==> src/rtl/serial_pattern_tx_if.sv <==
// rtl/serial_pattern_tx_if.sv - word-load / serial-output bundle for serial_pattern_tx
interface serial_pattern_tx_if #(
    parameter int WIDTH = 4
);
    logic [WIDTH-1:0] din;
    logic             load;
    logic             ready;
    logic             SO;
    logic             busy;
    logic             done;

    modport master (
        output din,
        output load,
        input  ready,
        input  SO,
        input  busy,
        input  done
    );

    modport slave (
        input  din,
        input  load,
        output ready,
        output SO,
        output busy,
        output done
    );
endinterface

==> src/rtl/serial_pattern_tx.sv <==
// rtl/serial_pattern_tx.sv - LSB-first word serializer; optional 1,1,1 preamble via SERIAL_PATTERN_TX_PREAMBLE_EN
module serial_pattern_tx #(
    parameter int WIDTH = 4
) (
    input  logic               clk,
    input  logic               rst,
    serial_pattern_tx_if.slave bus
);
    // Counter also has to reach 2 for the preamble, hence the 2-bit floor.
    localparam int CNT_W = (WIDTH < 4) ? 2 : $clog2(WIDTH);
    localparam logic [CNT_W-1:0] LAST_BIT = CNT_W'(WIDTH - 1);

`ifdef SERIAL_PATTERN_TX_PREAMBLE_EN
    localparam logic [CNT_W-1:0] PRE_LAST = CNT_W'(2);
    typedef enum logic [1:0] {IDLE = 2'd0, PRE = 2'd1, DATA = 2'd2} state_t;
`else
    typedef enum logic [1:0] {IDLE = 2'd0, DATA = 2'd2} state_t;
`endif

    state_t           state_q, state_d;
    logic [WIDTH-1:0] shreg_q, shreg_d;
    logic [CNT_W-1:0] cnt_q, cnt_d;
    logic             so_q, so_d;
    logic             last_bit;
    logic             ready_w;
    logic             accept;

    // The state always describes what so_q is currently presenting.
    assign last_bit = (state_q == DATA) && (cnt_q == LAST_BIT);
    assign ready_w  = !rst && ((state_q == IDLE) || last_bit);
    assign accept   = bus.load && ready_w;

    always_comb begin
        state_d = state_q;
        shreg_d = shreg_q;
        cnt_d   = cnt_q;
        so_d    = so_q;

        case (state_q)
            IDLE: begin
                so_d = 1'b0;
            end
`ifdef SERIAL_PATTERN_TX_PREAMBLE_EN
            PRE: begin
                if (cnt_q == PRE_LAST) begin
                    state_d = DATA;
                    so_d    = shreg_q[0];
                    shreg_d = shreg_q >> 1;
                    cnt_d   = '0;
                end else begin
                    so_d  = 1'b1;
                    cnt_d = cnt_q + 1'b1;
                end
            end
`endif
            DATA: begin
                if (!last_bit) begin
                    so_d    = shreg_q[0];
                    shreg_d = shreg_q >> 1;
                    cnt_d   = cnt_q + 1'b1;
                end else begin
                    state_d = IDLE;
                    so_d    = 1'b0;
                    shreg_d = '0;
                    cnt_d   = '0;
                end
            end
            default: begin
                state_d = IDLE;
                so_d    = 1'b0;
                shreg_d = '0;
                cnt_d   = '0;
            end
        endcase

        if (accept) begin
            cnt_d = '0;
`ifdef SERIAL_PATTERN_TX_PREAMBLE_EN
            state_d = PRE;
            so_d    = 1'b1;
            shreg_d = bus.din;
`else
            state_d = DATA;
            so_d    = bus.din[0];
            shreg_d = bus.din >> 1;
`endif
        end
    end

    always_ff @(posedge clk) begin
        if (rst) begin
            state_q <= IDLE;
            shreg_q <= '0;
            cnt_q   <= '0;
            so_q    <= 1'b0;
        end else begin
            state_q <= state_d;
            shreg_q <= shreg_d;
            cnt_q   <= cnt_d;
            so_q    <= so_d;
        end
    end

    assign bus.ready = ready_w;
    assign bus.SO    = so_q;
    assign bus.busy  = (state_q != IDLE);
    assign bus.done  = last_bit;
endmodule

==> src/flat_wrapper.sv <==
// flat-port wrapper written by rule: the top's interface ports become plain ports
module serial_pattern_tx_flat 
#(
    parameter int WIDTH = 4
)
  (clk, rst, bus_din, bus_load, bus_ready, bus_SO, bus_busy, bus_done);
  serial_pattern_tx_if #(.WIDTH(WIDTH)) bus_i ();
  input  logic clk;
  input  logic rst;
  input wire logic [$bits(bus_i.din)-1:0] bus_din;
  input wire logic [$bits(bus_i.load)-1:0] bus_load;
  output wire logic [$bits(bus_i.ready)-1:0] bus_ready;
  output wire logic [$bits(bus_i.SO)-1:0] bus_SO;
  output wire logic [$bits(bus_i.busy)-1:0] bus_busy;
  output wire logic [$bits(bus_i.done)-1:0] bus_done;
  assign bus_i.din = bus_din;
  assign bus_i.load = bus_load;
  assign bus_ready = bus_i.ready;
  assign bus_SO = bus_i.SO;
  assign bus_busy = bus_i.busy;
  assign bus_done = bus_i.done;
  serial_pattern_tx #(.WIDTH(WIDTH)) u_core (.clk(clk), .rst(rst), .bus(bus_i));
endmodule
==> config.mk <==
export PLATFORM = sky130hd
export DESIGN_NAME = serial_pattern_tx_flat
export DESIGN_NICKNAME = d
export VERILOG_FILES = /design/src/rtl/serial_pattern_tx_if.sv /design/src/rtl/serial_pattern_tx.sv /design/src/flat_wrapper.sv
export SDC_FILE = /design/constraint.sdc
export NUM_CORES = 1
export LEC_CHECK = 0
export BUFFER_PORTS_ARGS = -buffer_cell sky130_fd_sc_hd__buf_2
export CAP_MARGIN = 20
export CORE_AREA = 2 2 39 41
export CTS_BUF_LIST = sky130_fd_sc_hd__clkbuf_2 sky130_fd_sc_hd__clkbuf_4 sky130_fd_sc_hd__clkbuf_8
export CTS_CLUSTER_SIZE = 16
export DETAILED_ROUTE_END_ITERATION = 8
export DIE_AREA = 0 0 41 43
export GPL_TIMING_DRIVEN = 0
export PLACE_DENSITY = 0.48
export SYNTH_ARGS = -nofsm -noshare
export SYNTH_HDL_FRONTEND = slang
export SYNTH_SLANG_ARGS = --single-unit
==> constraint.sdc <==
create_clock -name clk -period 1.25 [get_ports clk]
set_input_delay 0.25 -clock clk [delete_from_list [all_inputs] [get_ports clk]]
set_output_delay 0.25 -clock clk [all_outputs]
set_load 0.05 [all_outputs]
After elaboration in Yosys (flattened, before gate mapping). Index checks and enable logic that the tools add are counted.

Add/sub/neg operators: 1. Equality and inequality tests: 5. Mux-type cells: 11. Bitwise operators: 1. Reduce and logical (&&, ||, !) cells: 10.

Operators by type and width (number): 2-bit one-hot mux with 2 select lines (2); 4-bit one-hot mux with 2 select lines (1); 2-bit two-way mux (3); 3-bit two-way mux (2); 2-bit equality test, second input constant (2); 2-bit by 1-bit != test with 1-bit output, second input constant (2); 2-bit AND reduction (2); 1-bit logical AND (3); 1-bit two-way mux (3); 3-bit by 1-bit != test with 1-bit output, second input constant (1); 2-bit by 1-bit adder with 2-bit output, second input constant (1); 2-bit logical NOT (1); 2-bit nonzero test (1); 2-bit OR reduction (1); 1-bit logical NOT (1); 1-bit logical OR (1); 1-bit inverter (1).

Flip-flop bits (word level): 9.

Logic depth before layout (Yosys ltp). Gate-level depths: netlist of run 1.

Depth after elaboration: 7. Mapped depth: 4.

Worst setup path before layout of run 1. No wires, ideal clock.

Kind: reg-to-output. Start: register u_core.state_q[1]. End: output port bus_ready. Data arrival time: 1482 ps. Slack: -482 ps. Cell stages (with the launch flop): 4. Path through: dfxtp_1 clkbuf_2 nor2b_4 nor2_1.

Word-level cells in the longest chain between the ends: 4. Elaborated cells on any way between the ends: 5.

RTL lines: start: declaration (line serial_pattern_tx.sv:20) `state_t state_q, state_d;`; start signal: assignment (line serial_pattern_tx.sv:97) `state_q <= state_d;`; 2-bit equality test (line serial_pattern_tx.sv:29) `assign last_bit = (state_q == DATA) && (cnt_q == LAST_BIT);`; 1-bit logical AND (line serial_pattern_tx.sv:29); 1-bit logical OR (*) (line serial_pattern_tx.sv:30) `assign ready_w = !rst && ((state_q == IDLE) || last_bit);`; 1-bit logical AND (*) (line serial_pattern_tx.sv:30); end: declaration (line flat_wrapper.sv:12) `output wire logic [$bits(bus_i.ready)-1:0] bus_ready;`.

Mark *: on every way between the ends. The rest lies on a longest branch, timed or not.

Worst setup path in the final report of run 1.
Start: register u_core.cnt_q[1]. End: output port bus_ready.

Word-level cells in the longest chain between the ends: 4.

RTL lines: start: declaration (line serial_pattern_tx.sv:22) `logic [CNT_W-1:0] cnt_q, cnt_d;`; start signal: assignment (line serial_pattern_tx.sv:99) `cnt_q <= cnt_d;`; 2-bit equality test (line serial_pattern_tx.sv:29); 1-bit logical AND (line serial_pattern_tx.sv:29); 1-bit logical OR (line serial_pattern_tx.sv:30); 1-bit logical AND (line serial_pattern_tx.sv:30).

Every way passes these cells.

==> flow_metrics.py, run 1 <==
metrics = {
    "run_status": {
        "status": "finished with violations",
        "violations": "setup timing",
    },
    "min_path": {
        "hold_end": "u_core.bus.SO",
        "min_path_type": "in2reg",
        "min-delay-start": "bus_din[0]",
        "hold_path_depth": 3,
    },
    "detailed_routing": {
        "drc": 0,
        "antenna_left": 0,
        "drt_first_pass_iters": 2,
        "wl_per_cell_um": 11.4,
        "vias": 309,
        "drt_iter0_drc": 6,
        "avgViaCountPerCell": 4.54,
        "routed_wl_um": 774,
    },
    "worst_setup_path": {
        "crit_family": "flip-flops",
        "critical_path_arrival_ns": 1.10,
        "rr_startpoint": "u_core.cnt_q[1]",
        "rrSetupSlack_ns": 0.17,
        "crit_required_ns": 1.00,
        "crit_slowest_cell": "dfxtp_2",
        "cp-end-kind": "output pin",
        "setup.worst_path.class": "reg2out",
        "critPathMaxStageDelay_ns": 0.33,
        "crit_path_max_fanout": 3,
        "reg2reg_to": "u_core.bus.SO",
        "cp_cell_sequence": "ha_4 > nor2b_4 > nor2_4 > buf_6",
        "crit_buf_inv": 1,
        "reg2reg_depth": 5,
        "worst_setup_path_start_kind": "register",
    },
    "power_and_ir_drop": {
        "power_mw": 0.579,
        "cellLeakagePower_nw": 0.202,
        "ir_drop_uv": 386,
        "powerDensity_nw_per_um2": 1170,
    },
    "finish": {
        "drive_gt1_share_pct": 44.2,
        "nFillCells": 151,
        "nets": 61,
        "area.growth.synth_to_final_pct": 41.6,
        "final_core_util_pct": 35.7,
        "postLayoutCellArea_um2": 494,
        "diodes": 0,
    },
    "floorplanning": {
        "dieArea_um2": 1760,
        "fp.coreArea_um2": 1380,
        "io_pins": 11,
        "die_x_um": 41,
        "std_cell_rows": 14,
        "start_util_pct": 25.2,
        "die_h_um": 43,
    },
    "grt": {
        "first_global_vias": 299,
        "grt_use_total_pct": 10.9,
        "antenna_found_initial": 0,
        "grt_pass1_wl_mm": 1.27,
        "grt_overflow": 0,
        "grt_max_degree": 11,
    },
    "placement": {
        "dp_hpwl_um": 487,
        "placed_area_um2": 422,
        "gp_congestion": 0.625,
        "io_buffers": 8,
    },
    "timing": {
        "period_share_pct": 108,
        "drv_slew": 0,
        "fin_tns_setup_ns": -0.151,
        "setup_slack_ns": -0.0986,
        "min_period_ns": 1.35,
        "finalSetupViolCount": 2,
        "rsz0062_at_grt": "true",
        "hold_viol_final": 0,
        "relSlewSlack_pct": 71.6,
        "fin_hold_ws_ns": 0.268,
        "fmax_mhz": 742,
        "clock_skew_ns": 0.00476,
        "worst_slew_pin_slew_ns": 0.426,
    },
    "cts": {
        "clock_latency_ns": 0.25,
        "clk_path_buf_depth": 2,
        "clock-sinks": 7,
        "cts_buffers": 3,
        "cts.clk_slew.worst_paths_ns": 0.06,
        "root_buffer": "clkbuf_4",
        "tritoncts": "built",
        "h-tree-depth": 1,
    },
    "synth": {
        "ys_ff_latch": 7,
        "synth.area.top_cells": "dfxtp_1 (40%), mux2i_1 (8.6%), nor2_1 (7.5%)",
        "synthMuxAreaShare_pct": 8.60,
        "synth_nets": 47,
        "synth_compound_area_share_pct": 16.1,
        "synth_xor_area_share_pct": 0,
        "yosysWarnings": 0,
        "synth_top_area_cell": "dfxtp_1",
        "synth_simple_gate_area_share_pct": 24.7,
        "avgSynthCellArea_um2": 8.95,
        "syn_inst": 39,
        "yosysSeqAreaShare_pct": 40.1,
        "synth_top_cell_area_share_pct": 40.1,
        "synth_top_family_by_area": "simple AND/OR/NAND/NOR gates",
        "synthAdderAreaFrac_pct": 3.58,
        "ys_types": 19,
        "netlist_area_um2": 349,
    },
    "flow_run": {
        "max_cap_violations": 0,
    },
}
-- cell families (layout without fill, tap and decap cells) --
kind of cell	after synthesis	after routing
AND/OR/NAND/NOR	16	16
AO/OA/AOI/OAI	8	8
flip-flops	7	7
buffers and inverters	4	17
multiplexers	3	3
adder cells (fa/ha/maj)	1	1
-- worst register-to-register path, delay by kind of cell, from the launching register on --
kind	cells	cell delay, ns
AO/OA/AOI/OAI	1	0.06
buffers and inverters	1	0.14
AND/OR/NAND/NOR	2	0.24
adder cells (fa/ha/maj)	1	0.18
flip-flops	1	0.33
-- layout by cell type, fill, tap and decap left out --
master and count:
buf_1 1, inv_1 1, clkbuf_4 4, dfxtp_2 2, o32a_2 1, mux2i_1 3, ha_4 1, or2_0 2
nor2b_4 1, nand2_1 2, a32oi_1 2, buf_2 6, nor3b_1 1, buf_4 2, buf_8 1, nor2_1 6
nor2_4 1, dfxtp_1 4, buf_6 2, nand3b_1 1, dfxtp_4 1, nand3_1 1, a21oi_1 4, o21a_1 1
and2_4 1
-- synthesized netlist by cell type --
cell type / n
inv_1: 1
clkbuf_2: 1
dfxtp_1: 7
nand3_1: 1
nor2_1: 7
o32a_2: 1
ha_1: 1
and2_1: 1
nor3b_1: 1
buf_1: 1
buf_6: 1
a21oi_1: 4
or2_0: 2
nor2b_4: 1
nand3b_1: 1
a32oi_1: 2
o21a_1: 1
nand2_1: 2
mux2i_1: 3
-- worst max-delay path by stage --
stage,startpoint,end,slack [ns],cells after the start
global route,u_core.cnt_q[1],bus_ready,-0.14,4
finish,u_core.cnt_q[1],bus_ready,-0.1,4
detailed placement,u_core.cnt_q[0],bus_ready,-0.12,4
CTS,u_core.cnt_q[1],bus_ready,-0.11,4
floorplan,u_core.state_q[1],bus_ready,0.03,3
global placement,u_core.cnt_q[0],bus_ready,-0.11,4
-- report_power, final --
part           total (mW)  internal, mW  switching [mW]
registers           0.250         0.237          0.0134
clock network       0.230         0.144          0.0865
logic              0.0987        0.0437          0.0550
-- state kept, by name (all words and copies together), names as in the netlist --
register and count:
u_core.shreg_q 3, u_core.cnt_q 2, u_core.bus.SO 1, u_core.state_q 1
-- final cells by class --
class	count	area (µm²)	area share [%]
plain buffers	2	15.0	3.04
well taps	16	20.0	4.05
inverters	1	3.75	0.759
clock buffers	4	30.0	6.08
multi-input cells	28	208	42.0
repair buffers	10	71.3	14.4
flip-flops and latches	7	146	29.6
-- per-layer routing --
layer	routed length (µm)	GRT usage, %	share of wire, %
met1	369	12.7	48
met4	0	6.00	0
met5	0	0	0
met3	23	6.28	3.0
met2	380	15.0	49
-- metrics by stage --
stage          instances  setup WS (ns)
6_report              68        -0.0986
5_1_grt               68         -0.144
4_1_cts               68         -0.108
3_5_place_dp          63         -0.118
3_3_place_gp          63         -0.112
2_1_floorplan         39         0.0328
-- repair_timing --
| action | 4_1_cts | 5_1_grt |
|---|---|---|
| pin swaps | 2 | 0 |
| resized for setup | 10 | 0 |
| hold endpoints to repair | 0 | 0 |
| setup buffers | 2 | 0 |
| hold buffers | 0 | 0 |
| endpoints found under the setup margin | 2 | 2 |
Power figures use the tool's default switching activity.
==> run 2, diff against run 1 <==
--- a/config.mk
+++ b/config.mk
@@ -5,6 +5,8 @@
 export SDC_FILE = /design/constraint.sdc
 export NUM_CORES = 1
 export LEC_CHECK = 0
+export ABC_AREA = 1
+export ABC_CLOCK_PERIOD_IN_PS = 1250
 export BUFFER_PORTS_ARGS = -buffer_cell sky130_fd_sc_hd__buf_2
 export CAP_MARGIN = 20
 export CORE_AREA = 2 2 39 41
@@ -13,7 +15,8 @@
 export DETAILED_ROUTE_END_ITERATION = 8
 export DIE_AREA = 0 0 41 43
 export GPL_TIMING_DRIVEN = 0
-export PLACE_DENSITY = 0.48
+export PLACE_DENSITY = 0.46
+export SETUP_SLACK_MARGIN = 0.15
 export SYNTH_ARGS = -nofsm -noshare
 export SYNTH_HDL_FRONTEND = slang
 export SYNTH_SLANG_ARGS = --single-unit
==> flow_metrics.py, run 2 <==
metrics = {
    "placement": {
        "dp_cells": 70,
        "placed_area_um2": 419,
        "place_ws_ns": 0.0632,
        "gp_congestion": 0.678,
        "dp_hpwl_um": 478,
        "io_buffers": 10,
    },
    "timing": {
        "worst_slew_pin_slew_ns": 0.246,
        "relSlewSlack_pct": 83.7,
        "drv_slew": 0,
        "setup_slack_ns": -0.0559,
        "hold_viol_final": 0,
        "rsz0062_at_grt": "true",
        "min_period_ns": 1.31,
        "period_share_pct": 104,
        "clock_skew_ns": 0.00451,
        "finalSetupViolCount": 2,
        "fmax_mhz": 766,
    },
    "power_and_ir_drop": {
        "powerDensity_nw_per_um2": 1140,
        "cellLeakagePower_nw": 0.235,
        "power_mw": 0.568,
        "ir_drop_uv": 439,
    },
    "flow_run": {
        "max_cap_violations": 0,
    },
    "finish": {
        "final_cell_mix": "nand2_1 (13), buf_2 (7), a21oi_1 (5), buf_4 (5)",
        "top_register": "u_core.shreg_q",
        "reg_top3": "u_core.shreg_q: 3 flops, u_core.cnt_q: 2 flops",
        "largest_reg_flops": 3,
        "final_common_cell": "nand2_1",
        "postLayoutCellArea_um2": 498,
        "area.growth.synth_to_final_pct": 54.3,
        "drive_gt1_share_pct": 45.2,
        "diodes": 0,
        "final_cells": 78,
        "nets": 71,
    },
    "detailed_routing": {
        "drc": 0,
        "avgViaCountPerCell": 4.19,
        "wl_per_cell_um": 8.47,
        "drt_first_pass_iters": 4,
        "vias": 327,
        "routed_wl_um": 661,
        "antenna_left": 0,
        "drt_iter0_drc": 6,
    },
    "grt": {
        "first_global_vias": 285,
        "grt_pass1_wl_mm": 1.12,
        "grt_use_total_pct": 9.97,
        "grt_max_degree": 7,
        "antenna_found_initial": 0,
        "grt_overflow": 0,
    },
    "synth": {
        "ys_ff_latch": 7,
        "synth_edf_count": 0,
        "synth_most_common_cell": "nand2_1",
        "synth.area.top_cells": "dfxtp_1 (43%), nand2_1 (15%), a21oi_1 (7.8%)",
        "synth_top_cell_area_share_pct": 43.4,
        "synth_nets": 52,
        "syn_inst": 44,
        "ys_types": 13,
        "avgSynthCellArea_um2": 7.34,
        "synthTopCellsByCount": "nand2_1 (13), dfxtp_1 (7), a21oi_1 (5), inv_1 (5), nand3_1 (4)",
        "synth_top_area_cell": "dfxtp_1",
        "synthArstFlopShare_pct": 0,
        "yosysWarnings": 0,
        "netlist_area_um2": 323,
        "yosysSeqAreaShare_pct": 43.4,
        "synth_flop_cell": "dfxtp_1",
    },
    "worst_setup_path": {
        "crit_required_ns": 1.00,
        "crit_path_max_fanout": 3,
        "crit_start": "u_core.cnt_q[1]",
        "setup.worst_path.class": "reg2out",
        "crit_slowest_cell": "dfxtp_2",
        "worst_setup_path_start_kind": "register",
        "cp_cell_sequence": "ha_4 > nor2_4 > nor2_4 > buf_6",
        "critPathMaxStageDelay_ns": 0.33,
        "crit_family": "flip-flops",
        "critical_path_arrival_ns": 1.06,
        "crit_buf_inv": 1,
        "cp-end-kind": "output pin",
        "crit_path_frequent_cell": "nor2_4",
        "rr_startpoint": "u_core.cnt_q[1]",
    },
    "floorplanning": {
        "std_cell_rows": 14,
        "dieArea_um2": 1760,
        "die_h_um": 43,
        "start_util_pct": 23.3,
        "die_x_um": 41,
        "io_pins": 11,
        "fp.coreArea_um2": 1380,
    },
    "run_status": {
        "violations": "setup timing",
        "status": "finished with violations",
    },
    "cts": {
        "hold_buffers": 0,
        "h-tree-depth": 1,
        "clk_path_buf_depth": 2,
        "clock_latency_ns": 0.25,
        "clock-sinks": 7,
        "cts.clk_slew.worst_paths_ns": 0.05,
        "root_buffer": "clkbuf_4",
        "tritoncts": "built",
        "cts_buffers": 3,
    },
    "min_path": {
        "min-delay-start": "rst",
        "min_path_type": "in2reg",
    },
}
[run 2: kinds of logic after synthesis]
logic type / count (synthesis) / share of synthesized area [%]
AOI/OAI and AO/OA: 7 / 12.0
adders and majority gates: 1 / 3.88
buffers and inverters: 7 / 8.14
DFF: 7 / 43.4
and+or+nand+nor: 22 / 32.6
[run 2: final timing paths]
path / end / slack [ns] / cells after the start
setup / recovery: bus_ready / -0.06 / 4
hold / removal: u_core.state_q[1] / 0.24 / 2
setup reg to reg: u_core.cnt_q[0] / 0.11 / 6
hold reg to reg: u_core.bus.SO / 0.47 / 2
[run 2: layout make-up]
cell class / instances / area [µm²]
clock buffers: 4 / 30.0
fillers: 154 / 886
inverters: 7 / 28.8
multi-input cells: 30 / 174
flip-flops and latches: 7 / 146
well taps: 16 / 20.0
repair buffers: 14 / 98.8
[run 2: per-layer routing]
metal	track usage [%]	wire length, µm	vias to the layer above
met5	0	0	-
met4	6.00	12	0
met3	7.85	46	2
met2	11.6	270	8
met1	12.3	332	138
li1	-	-	179
[run 2: through the flow]
step                      hold WS, ns  utilization (%)  TNS, ns
after global routing            0.253             36.0   -0.154
after floorplan                 0.309                -        0
after global placement          0.467             30.3        0
final                           0.243             36.0  -0.0687
after detailed placement        0.463             30.3        0
after CTS                       0.236             35.2   -0.116
[run 2: power by group]
group | switching (mW) | internal [mW] | total (mW) | leakage, nW
clock network | 0.0819 | 0.143 | 0.225 | 0.0184
logic | 0.0590 | 0.0409 | 0.0999 | 0.158
registers | 0.00892 | 0.234 | 0.243 | 0.0586
total | 0.150 | 0.418 | 0.568 | 0.235
[run 2: timing repair]
action	in CTS	in global routing
hold endpoints to repair	0	0
pin swaps	3	2
setup endpoints to repair	3	8
gates resized for setup	5	2
setup buffers	3	1
